`src/rtl/gated_bus_pkg.sv`:
```
// Shared types and constants for the gated bus controller.
// Optional macro GATED_BUS_PRIORITY_EN is consumed by gated_bus_ctrl.
package gated_bus_pkg;

    typedef enum logic [1:0] {
        ST_IDLE  = 2'd0,
        ST_DRIVE = 2'd1,
        ST_FAULT = 2'd2
    } state_t;

    localparam int CNT_W = 8;
    localparam logic [CNT_W-1:0] CNT_MAX = 8'd255;

    // Saturating increment used by the conflict counter.
    function automatic logic [CNT_W-1:0] sat_inc(input logic [CNT_W-1:0] value);
        return (value == CNT_MAX) ? CNT_MAX : value + CNT_W'(1);
    endfunction

endpackage

```
`src/rtl/onehot_decode.sv`:
```
// Classifies a gate vector as zero / one-hot / multi-hot and finds its lowest set bit.
module onehot_decode #(
    parameter int NSRC  = 4,
    parameter int IDX_W = $clog2(NSRC)
) (
    input  logic [NSRC-1:0]  gate,
    output logic             is_zero,
    output logic             is_onehot,
    output logic [IDX_W-1:0] low_idx
);

    assign is_zero   = (gate == '0);
    assign is_onehot = !is_zero && ((gate & (gate - NSRC'(1))) == '0);

    // Scan downward so the last hit is the lowest set index.
    always_comb begin
        low_idx = '0;
        for (int i = NSRC - 1; i >= 0; i--) begin
            if (gate[i]) begin
                low_idx = IDX_W'(i);
            end
        end
    end

endmodule

```
`src/rtl/gated_bus_ctrl.sv`:
```
// Registered bus multiplexer driven by per-source gates with conflict detection.
// Define GATED_BUS_PRIORITY_EN to resolve multi-hot gates to the lowest index.
module gated_bus_ctrl
    import gated_bus_pkg::*;
#(
    parameter int              WIDTH      = 16,
    parameter int              NSRC       = 4,
    parameter logic [WIDTH-1:0] IDLE_VALUE = '0,
    localparam int             IDX_W      = $clog2(NSRC)
) (
    input  logic                  clk,
    input  logic                  reset_n,
    input  logic [NSRC-1:0]       gate,
    input  logic [NSRC*WIDTH-1:0] src_data,
    input  logic                  hold_en,
    input  logic                  clr_cnt,
    output logic [WIDTH-1:0]      bus_out,
    output logic                  bus_valid,
    output logic [IDX_W-1:0]      owner,
    output logic                  conflict,
    output logic [CNT_W-1:0]      conflict_cnt,
    output state_t                state
);

    logic             is_zero;
    logic             is_onehot;
    logic             is_multi;
    logic [IDX_W-1:0] low_idx;
    logic [WIDTH-1:0] sel_data;
    logic             go_drive;

    onehot_decode #(
        .NSRC  (NSRC),
        .IDX_W (IDX_W)
    ) u_decode (
        .gate      (gate),
        .is_zero   (is_zero),
        .is_onehot (is_onehot),
        .low_idx   (low_idx)
    );

    assign is_multi = !is_zero && !is_onehot;

`ifdef GATED_BUS_PRIORITY_EN
    assign go_drive = !is_zero;
`else
    assign go_drive = is_onehot;
`endif

    always_comb begin
        sel_data = '0;
        for (int i = 0; i < NSRC; i++) begin
            if (low_idx == IDX_W'(i)) begin
                sel_data = src_data[i*WIDTH +: WIDTH];
            end
        end
    end

    // FAULT is sticky until one all-zero gate cycle releases it.
    always_ff @(posedge clk) begin
        if (!reset_n) begin
            state        <= ST_IDLE;
            bus_out      <= IDLE_VALUE;
            bus_valid    <= 1'b0;
            owner        <= '0;
            conflict     <= 1'b0;
            conflict_cnt <= '0;
        end else begin
            conflict <= is_multi;
            if (clr_cnt) begin
                conflict_cnt <= is_multi ? CNT_W'(1) : '0;
            end else if (is_multi) begin
                conflict_cnt <= sat_inc(conflict_cnt);
            end

            if (is_zero) begin
                state     <= ST_IDLE;
                bus_valid <= 1'b0;
                owner     <= '0;
                if (!hold_en) begin
                    bus_out <= IDLE_VALUE;
                end
            end else if (state != ST_FAULT && go_drive) begin
                state     <= ST_DRIVE;
                bus_valid <= 1'b1;
                owner     <= low_idx;
                bus_out   <= sel_data;
            end else begin
                state     <= ST_FAULT;
                bus_valid <= 1'b0;
                owner     <= '0;
                bus_out   <= IDLE_VALUE;
            end
        end
    end

endmodule

```
`config.mk`:
```
export PLATFORM = sky130hd
export DESIGN_NAME = gated_bus_ctrl
export DESIGN_NICKNAME = d
export VERILOG_FILES = /design/src/rtl/gated_bus_pkg.sv /design/src/rtl/onehot_decode.sv /design/src/rtl/gated_bus_ctrl.sv
export SDC_FILE = /design/constraint.sdc
export NUM_CORES = 1
export LEC_CHECK = 0
export ABC_AREA = 1
export BUFFER_PORTS_ARGS = -buffer_cell sky130_fd_sc_hd__buf_2
export CORE_UTILIZATION = 47
export DETAILED_ROUTE_END_ITERATION = 10
export PLACE_DENSITY_LB_ADDON = 0.05
export SETUP_SLACK_MARGIN = 0.5
export SYNTH_ARGS = -nofsm -noshare
export SYNTH_HDL_FRONTEND = slang
export SYNTH_SLANG_ARGS = --single-unit
```
`constraint.sdc`:
```
create_clock -name clk -period 2.5 [get_ports clk]
set_input_delay 0.375 -clock clk [delete_from_list [all_inputs] [get_ports clk]]
set_output_delay 0.375 -clock clk [all_outputs]
set_load 0.02 [all_outputs]
```
# Word-level counts from Yosys, hierarchy flattened
# Cells that the tools add are included.
[totals] in_bits=72 output_inout_bits=30 wordCells=45 ff_bits=30
[classes] n_bitwise=3 reduce_logical=11 n_eq_ne=6 muxes=17 add_sub_neg=2
[ops] operator="16-bit 2-to-1 mux" count=7
[ops] operator="8-bit 2-to-1 mux" count=3
[ops] operator="2-bit 2-to-1 mux" count=5
[ops] operator="8-bit by 1-bit adder with 8-bit output (second input constant)" count=1
[ops] operator="8-bit equality test (second input constant)" count=1
[ops] operator="4-bit zero test" count=2
[ops] operator="4-bit AND" count=1
[ops] operator="2-bit equality test (second input constant)" count=2
[ops] operator="2-bit != test (second input constant)" count=2
[ops] operator="4-bit by 1-bit subtractor with 4-bit output (second input constant)" count=1
[ops] operator="1-bit logical AND" count=3
[ops] operator="3-bit OR reduction" count=1
[ops] operator="2-bit by 1-bit equality test with 1-bit output (second input constant)" count=1
[ops] operator="1-bit zero test" count=2
[ops] operator="2-bit zero test" count=1
[ops] operator="1-bit 2-to-1 mux" count=2
[ops] operator="1-bit NOT" count=2
[ops] operator="2-bit nonzero test" count=1
[ops] operator="2-bit OR reduction" count=1

# Logic depth before layout (Yosys ltp)
[logic_depth] word_depth=11 depth_mapped=9 mapped_depth_nobuf=9

# Hierarchy
# From an unflattened synthesis, not the netlist that was laid out.
[hier_totals] cells_unflattened=307 hier_area_um2=1783.0
[modules_own_cells] mod="gated_bus_ctrl" instances=1 area_per_inst_um2=1712.9 cells_each=290 seq_area_each_um2=580.6
[modules_own_cells] mod="onehot_decode" instances=1 area_per_inst_um2=70.1 cells_each=17 seq_area_each_um2=0.0

# Least setup slack after synthesis
# Ideal clock, no wire load.
[synth_timing] path_kind="reg-to-reg" startpoint="register conflict_cnt[1]" endpoint="register conflict_cnt[2]" stages_incl_launch_ff=10 setup_slack_ns=1.050 required_time_ns=2.429 n_path_buf=0 arrival_time_ns=1.379 period_less_slack_ns=1.450 setup_ns=0.071 path_cell_list="dfxtp_1 > ha_1 > nand2_1 > inv_1 > nand2_1 > nor2_1 > nand2_1 > o21ai_0 > nand2_1 > a21oi_1"
[synth_between] elab_chain_len=4 word_cells_on_any_way=5 cone_classes="add/sub: 1; eq/ne: 1; mux: 3"
[synth_rtl] element="start, declared" line_no="gated_bus_ctrl.sv:21" source="output logic [CNT_W-1:0] conflict_cnt,"
[synth_rtl] element="start signal, assigned" line_no="gated_bus_ctrl.sv:71" source="conflict_cnt <= is_multi ? CNT_W'(1) : '0;"
[synth_rtl] element="start signal, assigned" line_no="gated_bus_ctrl.sv:73" source="conflict_cnt <= sat_inc(conflict_cnt);"
[synth_rtl] element="8-bit by 1-bit adder with 8-bit output / 8-bit equality test (equally long branches)" line_no="gated_bus_pkg.sv:16" source="return (value == CNT_MAX) ? CNT_MAX : value + CNT_W'(1);"
[synth_rtl] element="8-bit 2-to-1 mux *" line_no="gated_bus_pkg.sv:16"
[synth_rtl] element="8-bit 2-to-1 mux *" line_no="gated_bus_ctrl.sv:72" source="end else if (is_multi) begin"
[synth_rtl] element="8-bit 2-to-1 mux *" line_no="gated_bus_ctrl.sv:70" source="if (clr_cnt) begin"
# Mark *: on every way between the ends. The rest lies on a longest branch, timed or not. The select of a mux whose other input is x is not followed.
# A chain may end at the register's enable or synchronous reset.

# Worst setup path after layout
[layout_timing] startpoint="register conflict_cnt[0]" endpoint="register conflict_cnt[5]"
# The elaborated chain is that of the path after synthesis.

==> results.toml <==
[run_status]
outcome = "completed"

[sta]
slew_headroom_pct = 52.2
setup_viol = 0
fmax_ghz = 0.684
min_period_over_period_pct = 58.5
tightest_slew_ps = 713
finalSetupTns_ps = 0
skew_ps = 2.41
rsz0062_at_grt = "false"
finalMaxSlewViolations = 0
hold_viol = 0
timing.final.crit_period_ps = 1460

[hold_path]
worstHoldEndpoint = "conflict_cnt[7]"
hold_class = "in -> reg"
min_from = "reset_n"
hold_path_depth = 3

[floorplan]
dieArea_um2 = 3930
boundaryPins = 102
rows = 21
core_area_um2 = 3440
die_w_um = 62.7
start_util_pct = 50.3
dieHeight_um = 62.7

[critical_path]
path_buf_inv = 1
worstSetupPathType = "reg -> reg"
cp_common_cell = "nand2_1"
ff2ff_path_depth = 9
cp_max_fo = 5
required_ps = 2690
end_kind = "flip-flop"
worstPathCellList = "ha_1 > nand2_1 > inv_1 > nand2_1 > nor2_1 > nand2_1 > o21ai_0 > nand2_1 > a21oi_1"
r2r_slack_ps = 1040
worstPathArrival_ps = 1650
worst_path_largest_cell_delay_ps = 370
path_delay_family = "simple AND/OR/NAND/NOR gates"
critPathLaunchType = "flip-flop"
slowest_stage = "dfxtp_1"
r2r-end = "conflict_cnt[5]"
r2r-start = "conflict_cnt[0]"

[yosys]
synth_top_area_share_pct = 33.6
synth-async-reset-ratio_pct = 0
yosysWarnings = 0
synth-xor-area-share_pct = 0
syn_area_um2 = 1730
synth_cells = 277
yosys-mux-area-fraction_pct = 0
synth_top_family_by_area = "simple AND/OR/NAND/NOR gates"
synthTopCellsByArea = "dfxtp_1 34%, nand2_1 17%, nand3_1 10%, nor2_1 8.9%, a21oi_1 6.7%"
synth_edf_count = 0
ys_types = 24
synthAdderAreaFrac_pct = 0.723
synth_area_leader_cell = "dfxtp_1"
avgSynthCellArea_um2 = 6.25
ys_seq_area_share_pct = 33.6
synth_compound_area_share_pct = 14.5
synth_seq_cells = 29
synthSimpleGateAreaFrac_pct = 43.3
synth_fp_nets = 350
synth_ff_type = "dfxtp_1"

[detailed_routing]
viasPerCell = 5.06
wl_per_cell_um = 11.8
via_count = 2130
firstDrtPassIters = 4
drc_errors = 0
final_antenna_net_count = 0
drt-total-wl_um = 4970
drt-initial-drc-count = 105

[clocking]
cts_setup_buffers = 0
insertion_delay_ps = 270
cts_buffers = 5
root_buffer = "clkbuf_8"
cts_tree = "done"
path_clk_slew_ps = 60
htreeDepth = 2
postCtsResizedCells = 0
cts_sinks = 29
cts_hold_buf = 0
clock_path_buffers = 2

[layout]
layout_common_cells = "101 x buf_2, 79 x nand2_1, 41 x nor2_1"
antenna-diode-count = 0
syn2layout_area_growth_pct = 33.7
drive_gt1_share_pct = 33.1
n_fill_cell = 348
stdcell_area_um2 = 2310
final_common_cell = "buf_2"
nets = 448

[place]
placement.cell_area_um2 = 2230
gp_congestion = 0.812
numPortBuffers = 101
hpwl_um = 3810

[global_routing]
first_global_vias = 2034
grtUsageTotal_pct = 27.0
grt_overflow = 0
grt_pass1_wl_um = 8400
antenna_found_initial = 0
grt_max_degree = 27

[power]
power.density_nw_per_um2 = 482
p_leak_nw = 1.16
peakVddDrop_mv = 0.269

[job]
drv_cap = 0
-- registers in the layout, indices dropped and copies added (netlist names) --
| signal | count |
|---|---|
| owner | 2 |
| bus_out | 16 |
| conflict | 1 |
| state | 2 |
| conflict_cnt | 8 |
-- how the worst max path moves through the flow --
stage                    startpoint              end  cells past startpoint
global route        conflict_cnt[1]  conflict_cnt[3]                      9
CTS                 conflict_cnt[0]  conflict_cnt[5]                      9
finish              conflict_cnt[0]  conflict_cnt[5]                      9
detailed placement          gate[3]      bus_out[15]                      8
global placement            gate[1]       bus_out[9]                      8
floorplan           conflict_cnt[1]  conflict_cnt[2]                      9
-- layout make-up --
type	count	area [µm²]	share of cell area [%]
multi-input cells	220	1010	43.8
flip-flops and latches	29	581	25.1
repair buffers	102	513	22.2
clock buffers	7	86.3	3.73
inverters	17	63.8	2.76
well taps	46	57.6	2.49
-- cells by family after synthesis --
logic type / after synthesis
adder cells (fa/ha/maj): 1
flip-flops: 29
AO/OA/AOI/OAI: 49
AND/OR/NAND/NOR: 170
buffers and inverters: 28
-- power by group --
group	switching (mW)	internal [mW]
Clock	0.170	0.218
Combinational	0.143	0.0945
Sequential	0.00945	0.479
Total	0.322	0.792
-- synth_stat cells, types with 2 or more instances --
master and instances:
buf_6 2, inv_1 13, dfxtp_1 29, a21oi_1 23, nor2_4 4, nand3_1 35, inv_2 3, buf_2 2
nor2_2 3, nor3_1 2, nor2_1 41, o21ai_0 22, nand2_2 2, nand2_1 79, o21ai_1 2, nand3_2 2
clkbuf_1 3, buf_4 4
-- routing by layer --
metal / wire length [µm] / GRT usage (%)
met1: 2070 / 29.2
met2: 2420 / 48.4
met3: 389 / 7.30
met4: 96 / 12.5
met5: 0 / 0
-- tightest hold or removal path, delay by kind of cell --
family          cells  cell delay (ps)
compound gates      1               40
buf+inv             1              130
simple gates        1               70
-- per-stage QoR --
stage               utilization, %  setup WS (ps)  hold WS, ps  total power, mW  std cells
floorplan                        -           1050          498            0.642        277
global placement              64.7            827          453            0.734        414
detailed placement            64.7            796          455            0.736        414
CTS                           67.2           1010          373             1.12        421
global route                  67.2            738          384             1.17        421
finish                        67.2           1040          375             1.11        421
No activity file was read; power rests on OpenSTA's default activity.
